--- src/rtl/mtimer_pkg.sv ---
// rtl/mtimer_pkg.sv - register map and reset constants for the multi-channel machine timer
package mtimer_pkg;

  localparam logic [7:0] ADDR_MTIME_LO = 8'h00;
  localparam logic [7:0] ADDR_MTIME_HI = 8'h04;
  localparam logic [7:0] ADDR_CTRL     = 8'h08;
  localparam logic [7:0] ADDR_PRESC    = 8'h0C;
  localparam logic [7:0] ADDR_IRQ_EN   = 8'h10;
  localparam logic [7:0] ADDR_IRQ_PEND = 8'h14;
  localparam logic [7:0] ADDR_CMP_BASE = 8'h20;

  localparam int CTRL_EN_BIT = 0;

  localparam logic [63:0] CMP_RST    = '1;
  localparam logic [7:0]  IRQ_EN_RST = '1;

endpackage

--- src/rtl/mtimer_cmp.sv ---
// rtl/mtimer_cmp.sv - one mtimecmp channel: compare register, comparator, registered gated interrupt
module mtimer_cmp
  import mtimer_pkg::*;
#(
  parameter int CNT_W = 64
) (
  input  logic             clk,
  input  logic             rst_n,
  input  logic             we_lo,
  input  logic             we_hi,
  input  logic [31:0]      wdata,
  input  logic [CNT_W-1:0] mtime,
  input  logic             irq_en,
  output logic [CNT_W-1:0] cmp,
  output logic             irq
);

  logic [63:0] cmp64;
  logic [63:0] cmp_lo_wr;
  logic [63:0] cmp_hi_wr;

  // Halves are merged at 64 bits so the same code serves CNT_W of 32 or 64.
  assign cmp64     = 64'(cmp);
  assign cmp_lo_wr = {cmp64[63:32], wdata};
  assign cmp_hi_wr = {wdata, cmp64[31:0]};

  always_ff @(posedge clk or negedge rst_n) begin
    if (!rst_n) begin
      cmp <= CMP_RST[CNT_W-1:0];
      irq <= 1'b0;
    end else begin
      if (we_lo) begin
        cmp <= cmp_lo_wr[CNT_W-1:0];
      end else if (we_hi) begin
        cmp <= cmp_hi_wr[CNT_W-1:0];
      end
      irq <= (mtime >= cmp) & irq_en;
    end
  end

endmodule

--- src/rtl/mtimer_multi.sv ---
// rtl/mtimer_multi.sv - machine timer with prescaler, global enable, tear-free reads and NUM_CMP compare channels
module mtimer_multi
  import mtimer_pkg::*;
#(
  parameter int NUM_CMP = 4,
  parameter int CNT_W   = 64,
  parameter int PRESC_W = 16
) (
  input  logic               clk,
  input  logic               rst_n,
  input  logic               req_valid,
  input  logic               req_we,
  input  logic [7:0]         req_addr,
  input  logic [31:0]        req_wdata,
  output logic               rsp_valid,
  output logic [31:0]        rsp_rdata,
  output logic [NUM_CMP-1:0] timer_irq,
  output logic [CNT_W-1:0]   mtime_o
);

  localparam logic [5:0] W_MTIME_LO = ADDR_MTIME_LO[7:2];
  localparam logic [5:0] W_MTIME_HI = ADDR_MTIME_HI[7:2];
  localparam logic [5:0] W_CTRL     = ADDR_CTRL[7:2];
  localparam logic [5:0] W_PRESC    = ADDR_PRESC[7:2];
  localparam logic [5:0] W_IRQ_EN   = ADDR_IRQ_EN[7:2];
  localparam logic [5:0] W_IRQ_PEND = ADDR_IRQ_PEND[7:2];
  localparam logic [5:0] W_CMP_BASE = ADDR_CMP_BASE[7:2];
  localparam logic [CNT_W-1:0]   CNT_ONE   = {{(CNT_W-1){1'b0}}, 1'b1};
  localparam logic [PRESC_W-1:0] PRESC_ONE = {{(PRESC_W-1){1'b0}}, 1'b1};

  logic [CNT_W-1:0]   mtime;
  logic [PRESC_W-1:0] pcnt;
  logic [PRESC_W-1:0] presc;
  logic               en;
  logic [NUM_CMP-1:0] irq_en;
  logic [31:0]        shadow;

  logic [5:0]  widx;
  logic        wr_en;
  logic        rd_en;
  logic        we_lo;
  logic        we_hi;
  logic        we_ctrl;
  logic        we_presc;
  logic        we_irq_en;
  logic        tick;
  logic [63:0] mtime64;
  logic [63:0] mtime_lo_wr;
  logic [63:0] mtime_hi_wr;
  logic [31:0] rdata_mux;
  logic [1:0]  unused_addr_lsb;

  logic [CNT_W-1:0] cmp_val [NUM_CMP];

  assign widx            = req_addr[7:2];
  assign unused_addr_lsb = req_addr[1:0];
  assign wr_en           = req_valid & req_we;
  assign rd_en           = req_valid & ~req_we;

  assign we_lo     = wr_en && (widx == W_MTIME_LO);
  assign we_hi     = wr_en && (widx == W_MTIME_HI) && (CNT_W == 64);
  assign we_ctrl   = wr_en && (widx == W_CTRL);
  assign we_presc  = wr_en && (widx == W_PRESC);
  assign we_irq_en = wr_en && (widx == W_IRQ_EN);

  assign tick        = en && (pcnt == presc);
  assign mtime64     = 64'(mtime);
  assign mtime_lo_wr = {mtime64[63:32], req_wdata};
  assign mtime_hi_wr = {req_wdata, mtime64[31:0]};
  assign mtime_o     = mtime;

  // A software write to either mtime half wins over a same-cycle tick and restarts the prescaler.
  always_ff @(posedge clk or negedge rst_n) begin
    if (!rst_n) begin
      mtime     <= '0;
      pcnt      <= '0;
      presc     <= '0;
      en        <= 1'b1;
      irq_en    <= IRQ_EN_RST[NUM_CMP-1:0];
      shadow    <= '0;
      rsp_valid <= 1'b0;
      rsp_rdata <= '0;
    end else begin
      if (we_lo) begin
        mtime <= mtime_lo_wr[CNT_W-1:0];
      end else if (we_hi) begin
        mtime <= mtime_hi_wr[CNT_W-1:0];
      end else if (tick) begin
        mtime <= mtime + CNT_ONE;
      end

      if (we_lo || we_hi || we_presc) begin
        pcnt <= '0;
      end else if (en) begin
        pcnt <= tick ? '0 : pcnt + PRESC_ONE;
      end

      if (we_presc)  presc  <= req_wdata[PRESC_W-1:0];
      if (we_ctrl)   en     <= req_wdata[CTRL_EN_BIT];
      if (we_irq_en) irq_en <= req_wdata[NUM_CMP-1:0];

      // Latching the upper half on a low read lets software assemble a consistent 64-bit value.
      if (rd_en && (widx == W_MTIME_LO)) shadow <= mtime64[63:32];

      rsp_valid <= rd_en;
      if (rd_en) rsp_rdata <= rdata_mux;
    end
  end

  always_comb begin
    logic [63:0] c64;
    rdata_mux = '0;
    c64       = '0;
    case (widx)
      W_MTIME_LO: rdata_mux = mtime64[31:0];
      W_MTIME_HI: rdata_mux = shadow;
      W_CTRL:     rdata_mux[CTRL_EN_BIT] = en;
      W_PRESC:    rdata_mux[PRESC_W-1:0] = presc;
      W_IRQ_EN:   rdata_mux[NUM_CMP-1:0] = irq_en;
      W_IRQ_PEND: rdata_mux[NUM_CMP-1:0] = timer_irq;
      default:    rdata_mux = '0;
    endcase
    for (int i = 0; i < NUM_CMP; i++) begin
      c64 = 64'(cmp_val[i]);
      if (widx == 6'(W_CMP_BASE + 6'(2 * i)))     rdata_mux = c64[31:0];
      if (widx == 6'(W_CMP_BASE + 6'(2 * i + 1))) rdata_mux = c64[63:32];
    end
  end

  for (genvar i = 0; i < NUM_CMP; i++) begin : g_cmp
    logic lo_we;
    logic hi_we;
    assign lo_we = wr_en && (widx == 6'(W_CMP_BASE + 6'(2 * i)));
    assign hi_we = wr_en && (widx == 6'(W_CMP_BASE + 6'(2 * i + 1))) && (CNT_W == 64);

    mtimer_cmp #(.CNT_W(CNT_W)) u_cmp (
      .clk    (clk),
      .rst_n  (rst_n),
      .we_lo  (lo_we),
      .we_hi  (hi_we),
      .wdata  (req_wdata),
      .mtime  (mtime),
      .irq_en (irq_en[i]),
      .cmp    (cmp_val[i]),
      .irq    (timer_irq[i])
    );
  end

endmodule
--- config.mk ---
export PLATFORM = sky130hd
export DESIGN_NAME = mtimer_multi
export DESIGN_NICKNAME = d
export VERILOG_FILES = /design/src/rtl/mtimer_pkg.sv /design/src/rtl/mtimer_cmp.sv /design/src/rtl/mtimer_multi.sv
export SDC_FILE = /design/constraint.sdc
export NUM_CORES = 1
export LEC_CHECK = 0
export CAP_MARGIN = 25
export CORE_ASPECT_RATIO = 0.7
export CORE_UTILIZATION = 42
export DETAILED_ROUTE_END_ITERATION = 16
export DONT_BUFFER_PORTS = 1
export PLACE_DENSITY_LB_ADDON = 0.25
export SLEW_MARGIN = 40
export SYNTH_ARGS = -nofsm -noshare
export SYNTH_HDL_FRONTEND = slang
export SYNTH_HIERARCHICAL = 1
export SYNTH_SLANG_ARGS = --single-unit
--- constraint.sdc ---
create_clock -name clk -period 2.7 [get_ports clk]
set_input_delay 0.54 -clock clk [delete_from_list [all_inputs] [get_ports clk]]
set_output_delay 0.54 -clock clk [all_outputs]
set_load 0.01 [all_outputs]
==> results of run 1 <==
-- through the flow --
stage / power (mW) / cell area [sq um] / hold WS, ps / TNS [ps] / util
2_1_floorplan: 10.4 / 26700 / 244 / 0 / -
3_3_place_gp: 11.8 / 28700 / 286 / -72.8 / 0.462
3_5_place_dp: 12.0 / 28700 / 279 / -132 / 0.462
4_1_cts: 19.0 / 30300 / -352 / 0 / 0.488
5_1_grt: 19.8 / 30400 / -361 / -0.137 / 0.489
6_report: 19.0 / 30400 / -333 / 0 / 0.489
-- state kept, by name, summed over array words and instances, names as in the netlist --
register / cells
en: 1
g_cmp.u_cmp/cmp: 256
g_cmp.u_cmp/irq: 4
irq_en: 4
mtime_o: 64
pcnt: 16
presc: 16
rsp_rdata: 32
rsp_valid: 1
shadow: 32
-- report_power, final --
part	internal (mW)	total (mW)	switching [mW]
Clock	4.01	6.93	2.92
Sequential	7.51	8.41	0.898
Combinational	1.46	3.68	2.22
Total	13.0	19.0	6.04
-- logic make-up (layout without fill, tap and decap cells) --
group / count (synthesis) / in the layout / synth area share
flip-flops: 426 / 426 / 0.412
other: 0 / 4 / 0
XOR/XNOR: 35 / 35 / 0.0115
buffers and inverters: 425 / 541 / 0.0603
adder cells (fa/ha/maj): 258 / 258 / 0.121
AO/OA/AOI/OAI: 813 / 813 / 0.186
multiplexers: 80 / 80 / 0.0326
AND/OR/NAND/NOR: 960 / 960 / 0.176
-- layer usage --
| layer | vias up | GRT usage | wire [um] |
|---|---|---|---|
| li1 | 10900 | - | - |
| met1 | 12000 | 0.501 | 48500 |
| met2 | 1372 | 0.439 | 41300 |
| met3 | 163 | 0.133 | 15900 |
| met4 | 0 | 0.0802 | 2450 |
| met5 | - | 0 | 0 |
-- synth_stat cells (all sizes together) (17+ instances only) --
cell    instances
a211oi         21
a21oi         157
a221oi         23
a22oi          51
a31oi          35
and3           24
and4           22
buf            30
clkbuf        118
dfrtp         165
dfstp         261
ha            258
inv           276
mux2           54
mux2i          26
nand2         454
nand3          91
nand4          73
nor2          135
nor3           38
nor4           25
o21ai         378
o22ai          17
o31ai          21
or3            29
or4            22
xnor2          23
-- worst paths after layout --
check | start | end
max in group asynchronous | rst_n | rsp_rdata[23]$_DFFE_PN0P_
worst min-delay path | rst_n | mtime_o[24]$_DFFE_PN0P_
worst max register to register | g_cmp[3].u_cmp/cmp[14]$_DFFE_PN1P_ | g_cmp[3].u_cmp/irq$_DFF_PN0_
min in group clk | req_wdata[15] | g_cmp[0].u_cmp/cmp[47]$_DFFE_PN1P_
worst max-delay path | g_cmp[3].u_cmp/cmp[14]$_DFFE_PN1P_ | g_cmp[3].u_cmp/irq$_DFF_PN0_
worst min register to register | shadow[8]$_DFFE_PN0P_ | shadow[8]$_DFFE_PN0P_
-- timing repair --
action,in CTS,in global routing
setup endpoints to repair,1,16
hold endpoints to repair,426,401
pin swaps,0,1
resized for setup,1,9
-- layout make-up --
cell class	instances	area [sq um]	share of cell area
Multi-Input combinational cell	2146	14200	0.468
Tap cell	819	1020	0.0337
Timing Repair Buffer	177	1480	0.0488
Sequential cell	426	11000	0.362
Antenna cell	4	10.0	0.000330
Clock buffer	71	1340	0.0440
Inverter	277	1040	0.0342
Clock inverter	16	263	0.00865
==> results.toml, run 1 <==
[run_status]
status = "complete, but fails checks"
violations = "hold timing, slew limit"

[timing]
slew-limit-headroom = -0.172
fin_crit_sh = 0.992
period_needed_ps = 2680
setup_viol = 0
fmax_mhz = 374
fin_skew_ps = 38.9
worst_slack_ps = 22.7
finalHoldViolations = 171
slew_violations = 198
hold_ws_ps = -333
tightestPinTransition_ps = 1760

[worst_setup_path]
cp_max_fo = 4
critPathLaunchType = "register"
endpoint_kind = "register"
path_delay_family = "simple AND/OR/NAND/NOR gates"
required_ps = 3230
cp_cell_sequence = "inv_1, ha_1, nand4_1, or4_4, nor4_2, a2111o_1, a31oi_1, buf_4, o31ai_2"
slowest_stage = "or4_4"
critPathKind = "register to register"
path_buf_inv = 2
max_stage_delay_ps = 580
worst-r2r-cell-count = 9
r2r_slack_ps = 20
path_depth = 9
arrival_ps = 3210

[cells_and_area]
stdcell_count = 3936
syn2layout_area_growth_pct = 13.9
final_cell_mix = "nand2_1 (449), o21ai_0 (371), inv_1 (276)"
fill_cells = 5751
final_common_cell = "nand2_1"
layout-drive-gt1-share = 0.203
final_nets = 3377

[clock_tree]
htree_levels = 2
cts_tree = "done"
clk_latency_ps = 620
clock_sinks = 426
post-cts-setup-buffers = 0
cts.reportedPaths.clkPinSlew_ps = 70
clockRootBuffer = "clkbuf_16"
numCtsBuffers = 47
clock_tree.buffer_depth = 3

[synthesis]
ys_async_sr_fraction = 1.00
yosysSeqAreaShare = 0.412
synthesis.nets = 3299
ys.flop_type = "dfstp_2"
yosys_register_bits = 426
synthCells = 2997
yosysWarnings = 6
synthTopCellsByArea = "dfstp_2 (26%), dfrtp_1 (15%), ha_1 (12%)"
synthesis.area_sq_um = 26700
postSynthAreaPerCell_sq_um = 8.90
synth.distinct_cells = 75
synth-edff-count = 0
yosys.area.top_type = "dfstp_2"
synth_top_area_share = 0.257

[grt]
grt_max_degree = 427
antenna_found_initial = 1
overflow = 0
grt_pass1_wl_um = 157000
grt_pass1_vias = 23300
track_usage = 0.334

[floorplan]
io_pins = 145
core-area_sq_um = 62100
rows = 76
dieArea_sq_um = 64500
start_util = 0.429
dieHeight_um = 213
die_w_um = 303

[placed_design]
pre_cts_ws_ps = -132
place_congestion = 1.01
dp_cells = 3845
hpwlAfterDp_um = 81400
portBuffers = 0

[power]
power_density_nw_per_um2 = 626
leakagePower_nw = 14.3
vdd_drop_max_uv = 573

[hold_path]
hp-class = "input port to async pin"

[job]
maxCapViolCount = 0

[route]
routed_wl_um = 108000
first_iter_violations = 2891
via_count = 24400
dr.pass1.iters = 6
ant_nets = 0
avgRoutedWirePerCell_um = 27.5
drcViolationCount = 0
viasPerCell = 6.21
Note: power is estimated with default switching activity, not from simulation.
==> run 2, diff against run 1 <==
Settings changed: ABC_CLOCK_PERIOD_IN_PS set to 2700.
==> results of run 2 <==
The final DEF is identical to that of run 1; final timing and power are the same.
